<file path="src/rtl/rom_arbiter_pkg.sv">
// -----------------------------------------------------------------------------
// rom_arbiter_pkg
// Shared constants for the instruction-ROM arbiter: owner encoding carried
// down the pipeline, and the CPU/ROM geometry defaults (PC reset index, PC
// width, instruction width, ROM depth and index width).
// -----------------------------------------------------------------------------
package rom_arbiter_pkg;

  // Owner tag carried with every in-flight entry.
  localparam logic ARB_OWN_IF = 1'b0;  // instruction fetch (port 0)
  localparam logic ARB_OWN_LS = 1'b1;  // data-side read   (port 1)

  // CPU / ROM geometry defaults.
  localparam int                CPU_PC_SIZE     = 64;
  localparam int                CPU_INSTR_SIZE  = 32;
  localparam int                ROM_DATA_NUM    = 64;
  localparam int                ROM_DATA_IDXLEN = 6;
  localparam logic [63:0]       CPU_PC_RST_IDX  = 64'h0000_0000_8000_0000;

endpackage

</file>
<file path="src/rtl/rom_arbiter_xlate.sv">
// -----------------------------------------------------------------------------
// rom_addr_xlate
// Combinational byte address -> ROM word index translation with error flag.
//   i_addr : byte address (IDX_LEN)
//   o_idx  : ROM word index (ROM_IDXLEN)
//   o_err  : 1 when the address is not word aligned or lies past the ROM
// The offset from BASE_IDX wraps at IDX_LEN bits, so addresses below the
// base become huge offsets and are flagged out of range.
// -----------------------------------------------------------------------------
module rom_addr_xlate #(
  parameter int                 IDX_LEN    = 64,
  parameter logic [IDX_LEN-1:0] BASE_IDX   = '0,
  parameter int                 ROM_NUM    = 64,
  parameter int                 ROM_IDXLEN = 6
) (
  input  logic [IDX_LEN-1:0]    i_addr,
  output logic [ROM_IDXLEN-1:0] o_idx,
  output logic                  o_err
);

  logic [IDX_LEN-1:0] w_off;
  logic [IDX_LEN-1:0] w_word;

  assign w_off  = i_addr - BASE_IDX;
  assign w_word = w_off >> 2;
  assign o_idx  = w_off[ROM_IDXLEN+1:2];
  assign o_err  = (w_off[1:0] != 2'b00) || (w_word >= IDX_LEN'(ROM_NUM));

endmodule

</file>
<file path="src/rtl/rom_arbiter.sv">
// -----------------------------------------------------------------------------
// rom_arbiter
// Shares the single-port instruction ROM between the fetch stage (port 0) and
// the data-side read path (port 1). Three stages:
//   A grant  : request accepted on valid & ready
//   B access : rom_idx_o registered, rom_data_i read combinationally
//   C resp   : registered response, held until the owner port accepts it
// Ports:
//   clk, rst                 clock, synchronous active-high reset
//   req{0,1}_valid_i/_ready_o/_addr_i   request channel (byte address)
//   rsp{0,1}_valid_o/_ready_i/_data_o/_err_o   response channel
//   flush0_i                 drops all in-flight port-0 responses
//   rom_idx_o, rom_data_i    external ROM array interface
// Build option: define ROM_ARB_RR_EN for round-robin arbitration; otherwise
// fixed priority with port 0 winning.
//
// Handshake: a transfer happens on a rising edge where valid and ready are
// both 1. Requests: ready depends on valid (it is only raised for the winning
// port). Responses: valid, data and err stay stable until ready is seen.
// -----------------------------------------------------------------------------
module rom_arbiter
  import rom_arbiter_pkg::*;
#(
  parameter int                 IDX_LEN    = CPU_PC_SIZE,
  parameter logic [IDX_LEN-1:0] BASE_IDX   = IDX_LEN'(CPU_PC_RST_IDX),
  parameter int                 DATA_LEN   = CPU_INSTR_SIZE,
  parameter int                 ROM_NUM    = ROM_DATA_NUM,
  parameter int                 ROM_IDXLEN = ROM_DATA_IDXLEN
) (
  input  logic                  clk,
  input  logic                  rst,
  input  logic                  req0_valid_i,
  output logic                  req0_ready_o,
  input  logic [IDX_LEN-1:0]    req0_addr_i,
  output logic                  rsp0_valid_o,
  input  logic                  rsp0_ready_i,
  output logic [DATA_LEN-1:0]   rsp0_data_o,
  output logic                  rsp0_err_o,
  input  logic                  req1_valid_i,
  output logic                  req1_ready_o,
  input  logic [IDX_LEN-1:0]    req1_addr_i,
  output logic                  rsp1_valid_o,
  input  logic                  rsp1_ready_i,
  output logic [DATA_LEN-1:0]   rsp1_data_o,
  output logic                  rsp1_err_o,
  input  logic                  flush0_i,
  output logic [ROM_IDXLEN-1:0] rom_idx_o,
  input  logic [DATA_LEN-1:0]   rom_data_i
);

  logic [ROM_IDXLEN-1:0] w_idx0, w_idx1, w_gnt_idx;
  logic                  w_err0, w_err1, w_gnt_err;
  logic                  w_pick1, w_gnt0, w_gnt1, w_gnt, w_gnt_own;
  logic                  w_c_ready, w_stall;

  // Stage B / C registers: valid, owner, error, and C data.
  logic                  r_vb, r_ob, r_eb;
  logic                  r_vc, r_oc, r_ec;
  logic [DATA_LEN-1:0]   r_data_c;
  logic [ROM_IDXLEN-1:0] r_rom_idx;

  rom_addr_xlate #(
    .IDX_LEN(IDX_LEN), .BASE_IDX(BASE_IDX), .ROM_NUM(ROM_NUM), .ROM_IDXLEN(ROM_IDXLEN)
  ) u_xlate0 (
    .i_addr(req0_addr_i), .o_idx(w_idx0), .o_err(w_err0)
  );

  rom_addr_xlate #(
    .IDX_LEN(IDX_LEN), .BASE_IDX(BASE_IDX), .ROM_NUM(ROM_NUM), .ROM_IDXLEN(ROM_IDXLEN)
  ) u_xlate1 (
    .i_addr(req1_addr_i), .o_idx(w_idx1), .o_err(w_err1)
  );

  // A held response stalls the pipe, unless it is a port-0 entry being
  // flushed this edge: then it disappears and the slot is free again.
  assign w_c_ready = (r_oc == ARB_OWN_IF) ? rsp0_ready_i : rsp1_ready_i;
  assign w_stall   = r_vc && !w_c_ready && !(flush0_i && (r_oc == ARB_OWN_IF));

`ifdef ROM_ARB_RR_EN
  // r_prio names the port that wins when both are valid.
  logic r_prio;
  assign w_pick1 = req1_valid_i && (!req0_valid_i || (r_prio == ARB_OWN_LS));
`else
  assign w_pick1 = req1_valid_i && !req0_valid_i;
`endif

  assign w_gnt0    = !rst && !w_stall && req0_valid_i && !w_pick1;
  assign w_gnt1    = !rst && !w_stall && w_pick1;
  assign w_gnt     = w_gnt0 || w_gnt1;
  assign w_gnt_own = w_gnt1 ? ARB_OWN_LS : ARB_OWN_IF;
  assign w_gnt_err = w_gnt1 ? w_err1 : w_err0;
  assign w_gnt_idx = w_gnt1 ? w_idx1 : w_idx0;

  assign req0_ready_o = w_gnt0;
  assign req1_ready_o = w_gnt1;

  always_ff @(posedge clk) begin
    if (rst) begin
      r_vb      <= 1'b0;
      r_ob      <= ARB_OWN_IF;
      r_eb      <= 1'b0;
      r_vc      <= 1'b0;
      r_oc      <= ARB_OWN_IF;
      r_ec      <= 1'b0;
      r_data_c  <= '0;
      r_rom_idx <= '0;
    end else if (!w_stall) begin
      // B moves into C (killed if it is a flushed fetch), A moves into B.
      r_vc     <= r_vb && !(flush0_i && (r_ob == ARB_OWN_IF));
      r_oc     <= r_ob;
      r_ec     <= r_eb;
      r_data_c <= r_eb ? '0 : rom_data_i;
      r_vb     <= w_gnt;
      r_ob     <= w_gnt_own;
      r_eb     <= w_gnt_err;
      // Errored requests leave the ROM index alone; their data is forced to 0.
      if (w_gnt && !w_gnt_err) r_rom_idx <= w_gnt_idx;
    end else begin
      // Stalled: everything holds, but a flush still removes a fetch in B.
      // A port-0 entry in C cannot be here while flushing (no stall then).
      if (flush0_i && (r_ob == ARB_OWN_IF)) r_vb <= 1'b0;
    end
  end

`ifdef ROM_ARB_RR_EN
  always_ff @(posedge clk) begin
    if (rst)        r_prio <= ARB_OWN_IF;
    else if (w_gnt) r_prio <= w_gnt1 ? ARB_OWN_IF : ARB_OWN_LS;
  end
`endif

  assign rom_idx_o    = r_rom_idx;
  assign rsp0_valid_o = r_vc && (r_oc == ARB_OWN_IF);
  assign rsp1_valid_o = r_vc && (r_oc == ARB_OWN_LS);
  assign rsp0_data_o  = rsp0_valid_o ? r_data_c : '0;
  assign rsp1_data_o  = rsp1_valid_o ? r_data_c : '0;
  assign rsp0_err_o   = rsp0_valid_o && r_ec;
  assign rsp1_err_o   = rsp1_valid_o && r_ec;

endmodule

</file>
<file path="config.mk">
export PLATFORM = sky130hd
export DESIGN_NAME = rom_arbiter
export DESIGN_NICKNAME = d
export VERILOG_FILES = /design/src/rtl/rom_arbiter_pkg.sv /design/src/rtl/rom_arbiter_xlate.sv /design/src/rtl/rom_arbiter.sv
export SDC_FILE = /design/constraint.sdc
export NUM_CORES = 1
export LEC_CHECK = 0
export ABC_AREA = 1
export BUFFER_PORTS_ARGS = -buffer_cell sky130_fd_sc_hd__buf_2
export CORE_MARGIN = 2
export CORE_UTILIZATION = 47
export CTS_CLUSTER_DIAMETER = 120
export CTS_CLUSTER_SIZE = 8
export DETAILED_ROUTE_END_ITERATION = 10
export PLACE_DENSITY = 0.83
export SKIP_CTS_REPAIR_TIMING = 1
export SYNTH_ARGS = -nofsm -noshare
export SYNTH_HDL_FRONTEND = slang
export SYNTH_SLANG_ARGS = --single-unit
</file>
<file path="constraint.sdc">
create_clock -name clk -period 2.7 [get_ports clk]
set_input_delay 0.27 -clock clk [delete_from_list [all_inputs] [get_ports clk]]
set_output_delay 0.27 -clock clk [all_outputs]
set_load 0.02 [all_outputs]
</file>
==> metrics.cfg, run 1 <==
[routing]
route.vias.total = 6084
initialDrtViolationCount = 284
viasPerCell = 4.76
wl_met1_microns = 6380
dr.pass1.iters = 5
post_drt_wl_per_cell_microns = 11.6
dr_wl_met2_microns = 7170
route.met3.wl_microns = 1070
routed_wl_microns = 14900
drc = 0
top_layer_used = met4
ant_nets = 0

[placement]
io_buffers = 242
dpl.cell_count = 1271
dp_worst_setup_slack_ns = 0.288
hpwl_microns = 12600
place_congestion = 0.974

[global_routing]
antenna_found_initial = 0
grtUsageTotal_pct = 26.6
grt_pass1_vias = 5239
grt_max_degree = 35
grt_pass1_wl_microns = 22900
grt.overflow.total = 0

[layout]
drive_gt1_share_pct = 25.5
fill_cells = 1024
seq_area_sq_um = 881
layout.cells.most_common_list = nand2_1 (287), buf_2 (242), nor2_1 (229), inv_1 (129), nand3_1 (62)
final_core_util_pct = 62.3
multi_input_area_sq_mm = 0.00316
layout.cells.non_filler = 1278
fin_nets = 1314
syn_to_final_growth_pct = 30.4
num_antenna_cells = 0
final_common_cell = nand2_1

[worst_setup_path]
critPathKind = reg -> reg
r2r_end = rom_idx_o[0]
end_kind = flip-flop
critPathBufInv = 1
crit_family = simple AND/OR/NAND/NOR gates
cp_common_cell = nand2_1
rrSetupSlack_ns = 0.54
cp.arrival_ns = 2.35
cpMaxStageDelayCell = nor2_1
cp.required_ns = 2.88
path_cells = inv_1 -> nand2_1 -> nand4_1 -> nand2_1 -> nor2_1 -> nand4_1 -> nor2_1 -> nand2_1 -> nor2_1 -> nand2_1 -> nand2_2 -> nand3_1 -> nand2_1 -> nor2_1
critPathLaunchType = flip-flop
rr_startpoint = r_oc
ff2ff_path_depth = 14
cp_max_fo = 13
cpPeakStageDelay_ns = 0.36

[yosys]
avgSynthCellArea_sq_um = 5.09
muxShareOfSynthArea_pct = 0
synth_compound_area_share_pct = 7.62
ys_seq_area_share_pct = 19.0
ys_ff_latch = 44
synth_nets = 1079
synthAdderAreaFrac_pct = 0.541
netlist_area_sq_mm = 0.00463
netlist.area_leader.share_pct = 23.3
synth_top_area_cell = nand2_1
yosys-top-cells-area = nand2_1 (23%), dfxtp_1 (19%), nor2_1 (19%)
synth-simple-area-share_pct = 57.8
synth.distinct_cells = 34
syn_inst = 910
synth_xor_area_share_pct = 2.27
ys_warn_count = 0
synth_top_family_by_area = simple AND/OR/NAND/NOR gates

[cts]
h-tree-depth = 2
cts_tree = yes
cts_buffers = 5
cts-root-buf = clkbuf_8
path_clk_slew_ns = 0.08
clock-sinks = 44
clk_latency_ns = 0.29
ctsLongestPathBuffers = 2

[sta]
fmax_ghz = 0.462
period_needed_ns = 2.16
slew_viol_final = 0
setup_violations = 0
worst_pin_slew_ns = 1.05
grt_setup_unrepaired = no
period_share_pct = 80.1
fin_setup_tns_ns = 0
clock_skew_ns = 0.00507
setup_ws_ns = 0.536
relSlewSlack_pct = 29.5
finalHoldViolCount = 0

[power]
totalPowerFinal_mw = 1.52
p_per_area_mw_per_mm2 = 252
vdd.ir_drop.worst_mv = 0.213
p_leak_nw = 3.22

[floorplanning]
dieArea_sq_mm = 0.0107
core_area_sq_mm = 0.00968
num_rows = 36
io_pins = 243
floorplan.initialDensity_pct = 47.8
die_x_microns = 103
fp.dieH_microns = 103

[outcome]
outcome = finished, final reports clean

[hold_path]
hp-class = in -> reg
hold_path_end = r_oc
min_from = rsp1_ready_i
hold-path-cell-count = 2

[run]
cap_violations = 0

## how the worst max path moves through the flow
stage / startpoint / end / slack [ns] / cells past startpoint
after floorplan: req1_addr_i[31] / rom_idx_o[2] / 0.69 / 18
after global placement: req1_addr_i[31] / rom_idx_o[2] / 0.37 / 16
after detailed placement: req1_addr_i[31] / rom_idx_o[0] / 0.29 / 18
after CTS: r_oc / rom_idx_o[0] / 0.51 / 14
after global routing: r_oc / rom_idx_o[1] / 0.23 / 14
final: r_oc / rom_idx_o[0] / 0.54 / 14
## power by group
| group | internal [mW] | total (mW) | switching (mW) |
|---|---|---|---|
| registers | 0.673 | 0.683 | 0.00992 |
| clock network | 0.175 | 0.384 | 0.209 |
| logic | 0.180 | 0.454 | 0.274 |
| total | 1.03 | 1.52 | 0.493 |
## through the flow
stage	instance area [sq um]	hold WS, ns
global placement	5960	0.452
detailed placement	5960	0.455
finish	6040	0.198
global route	6040	0.206
floorplan	4630	0.392
CTS	6040	0.191
## layer usage
| layer | vias up | track usage (%) |
|---|---|---|
| met4 | 0 | 6.17 |
| li1 | 3248 | - |
| met5 | - | 0 |
| met3 | 16 | 3.36 |
| met1 | 2582 | 32.5 |
| met2 | 238 | 49.4 |
## state kept, by name, summed over array words and instances, names as in the netlist
name and count:
r_eb 1, r_oc 1, r_data_c 32, r_ob 1, r_vb 1, r_ec 1, rom_idx_o 6, r_vc 1
## synth_stat cells, drive strengths merged
master  count
nand2     294
nor2      248
inv       132
nand3      63
dfxtp      44
a21oi      31
o21ai      28
nand4      16
clkbuf     13
xor2       11
buf         6
nor3        6
or2         5
o21bai      4
ha          2
a211oi      1
and2        1
clkinv      1
nand3b      1
nor3b       1
o32ai       1
xnor2       1
## final cells by class
type / instances / area share (%)
repair buffers: 247 / 20.7
multi-input cells: 714 / 52.4
clock buffers: 5 / 1.14
clock inverters: 2 / 0.207
well taps: 133 / 2.76
flip-flops and latches: 44 / 14.6
inverters: 133 / 8.27
## kinds of logic (layout without fill, tap and decap cells)
family,Yosys count,count (layout)
adders and majority gates,2,2
and+or+nand+nor,635,635
xor gates and xnor gates,12,12
buffers and inverters,152,387
DFF,44,44
AOI/OAI and AO/OA,65,65
## worst register-to-register path: cells and delay by family, from the launching register on
| family | cells | cell delay [ns] |
|---|---|---|
| AND/OR/NAND/NOR | 13 | 1.65 |
| flip-flops | 1 | 0.32 |
| buffers and inverters | 1 | 0.09 |
(Power assumes the default switching activity.)
==> run 2, diff against run 1 <==
- ABC_AREA: 1 -> 0
- CORE_UTILIZATION: 47 -> 42
- PLACE_DENSITY: 0.83 -> 0.81
- clock period: 2.7 -> 2.25 ns (I/O delays scaled with it)
==> run 2 against run 1 <==
Compared with the run above: clock power up 58%; sequential cell count is the same; utilization grew 6.3 points; cell count decreased by 31%; cell area is 7.5% lower; via count shrank 22%; die area is 15% lower; setup slack worse by 0.81 ns; non-clock buffer count is 69 higher; synthesized area is 24% lower; sequential power is 22% higher; hold slack gained 0.047 ns; the flow now finishes with violations (negative setup slack); highest routed layer unchanged; largest power group unchanged; critical path type is now in -> reg.
==> metrics.cfg, run 2 <==
[cts]
h-tree-depth = 2
cts_tree = yes
ctsLongestPathBuffers = 2
cts-root-buf = clkbuf_8
path_clk_slew_ns = 0.09
cts_buffers = 5
clock-sinks = 44
clk_latency_ns = 0.29

[sta]
clock_skew_ns = 0.00940
fmax_ghz = 0.396
grt_setup_unrepaired = yes
fin_hold_ws_ns = 0.245
slew_viol_final = 0
period_share_pct = 112
period_needed_ns = 2.53
setup_violations = 7
fin_setup_tns_ns = -1.61
worst_pin_slew_ns = 0.653
relSlewSlack_pct = 56.5
finalHoldViolCount = 0
setup_ws_ns = -0.278

[global_routing]
antenna_found_initial = 2
grt_max_degree = 73
grt.overflow.total = 0
grt_pass1_wl_microns = 18800
grtUsageTotal_pct = 26.0
grt_pass1_vias = 4275

[placement]
hpwl_microns = 10300
dpl.cell_count = 864
place_congestion = 0.897
dpl_cell_area_sq_mm = 0.00528
io_buffers = 242

[worst_setup_path]
cp.arrival_ns = 2.71
critPathLaunchType = input pin
cp_max_fo = 6
cp.required_ns = 2.43
rr_startpoint = r_oc
end_kind = flip-flop
crit_start = req0_addr_i[38]
critPathKind = in -> reg

[layout]
final_common_cell = buf_2
fill_cells = 744
syn_to_final_growth_pct = 59.7
fin_nets = 941
layout.cells.non_filler = 880
largest_reg_flops = 32
regMostFlops = r_data_c
layout.cells.most_common_list = buf_2 (241), buf_4 (71), nor2_1 (58), a21oi_1 (45), dfxtp_1 (44)
drive_gt1_share_pct = 47.9
design_area_sq_mm = 0.00559

[routing]
viasPerCell = 5.41
routed_wl_microns = 12800
drc = 0
ant_nets = 0
dr.pass1.iters = 5
post_drt_wl_per_cell_microns = 14.5
initialDrtViolationCount = 226
route.vias.total = 4758

[yosys]
yosys-top-cells-area = dfxtp_1 (25%), nor3b_1 (7.1%), a21oi_1 (6.4%)
postSynth.asyncResetShare_pct = 0
ys_seq_area_share_pct = 25.2
ys.flop_type = dfxtp_1
netlist_area_sq_mm = 0.00350
synth_nets = 651
synth_top_area_cell = dfxtp_1
syn_inst = 482
yosys.cell_count.top_type = nor2_1
avgSynthCellArea_sq_um = 7.26
ys_top_cells_by_count = nor2_1 (58), a21oi_1 (45), dfxtp_1 (44), and3_1 (36), and2_1 (34)
synth.distinct_cells = 60
netlist.area_leader.share_pct = 25.2
synth-edff-count = 0
ys_ff_latch = 44
ys_warn_count = 0

[power]
vdd.ir_drop.worst_mv = 0.218
p_per_area_mw_per_mm2 = 355
totalPowerFinal_mw = 1.98
p_leak_nw = 2.82

[floorplanning]
io_pins = 243
dieArea_sq_mm = 0.00908
core_area_sq_mm = 0.00813
floorplan.initialDensity_pct = 43.0
num_rows = 33
fp.dieH_microns = 95.3
die_x_microns = 95.3

[hold_path]
hp-class = in -> reg
min_from = rsp1_ready_i

[run]
cap_violations = 0

[outcome]
outcome = finished with violations
violations = negative setup slack

==> run 2: cell count changes after synthesis, moves of 25 or more <==
cell,previous run,this run
nor3b_1,1,33
and2_1,0,34
nand2_1,287,24
inv_1,129,8
nand3_1,62,9
nor4_1,0,25
nor2_1,230,58
and3_1,0,36
==> run 2: critical path: stages <==
cell	delay, ns
buf_6	0.09
or4_4	0.53
or4_4	0.44
or4_4	0.43
a32oi_2	0.23
and3_4	0.23
a41oi_4	0.19
mux2_4	0.34
==> run 2: area by class of cell <==
type	count	area, sq um	area share [%]
Antenna cell	2	5.00	0.0896
Inverter	9	33.8	0.605
Clock inverter	3	46.3	0.829
Multi-Input combinational cell	396	2630	47.0
Clock buffer	5	68.8	1.23
Sequential cell	44	881	15.8
Tap cell	105	131	2.35
Timing Repair Buffer	316	1790	32.1
==> run 2: final timing paths <==
kind,end,slack [ns],depth (start not counted)
hold / removal,r_oc,0.25,4
hold reg to reg,r_eb,0.46,2
setup / recovery,rom_idx_o[5],-0.28,8
setup reg to reg,rom_idx_o[5],-0.11,8
==> run 2: kinds of logic (layout without fill, tap and decap cells) <==
logic type	count (synthesis)	in the layout	share of synthesized area [%]
xor gates and xnor gates	6	6	1.50
buffers and inverters	42	333	4.65
muxes	6	6	1.93
and+or+nand+nor	295	295	49.6
other	0	2	0
DFF	44	44	25.2
AOI/OAI and AO/OA	87	87	16.4
adders and majority gates	2	2	0.715
==> run 2: per-layer routing <==
metal | vias to the layer above | track usage (%) | part of all wire (%)
li1 | 2358 | - | -
met5 | - | 0 | 0
met4 | 0 | 8.33 | 2.5
met1 | 2157 | 28.1 | 38
met3 | 26 | 3.79 | 6.9
met2 | 217 | 50.9 | 53
==> run 2: power by group <==
group / internal, mW / switching, mW / total [mW]
registers: 0.811 / 0.0214 / 0.832
clock network: 0.334 / 0.273 / 0.607
logic: 0.275 / 0.266 / 0.542
total: 1.42 / 0.561 / 1.98
==> run 2: stage by stage <==
step	utilization [%]	worst slack, ns
after detailed placement	64.9	-0.691
after floorplan	-	-0.433
final	68.7	-0.278
after global routing	68.7	-0.346
after global placement	64.9	-0.594
after CTS	66.3	-0.354
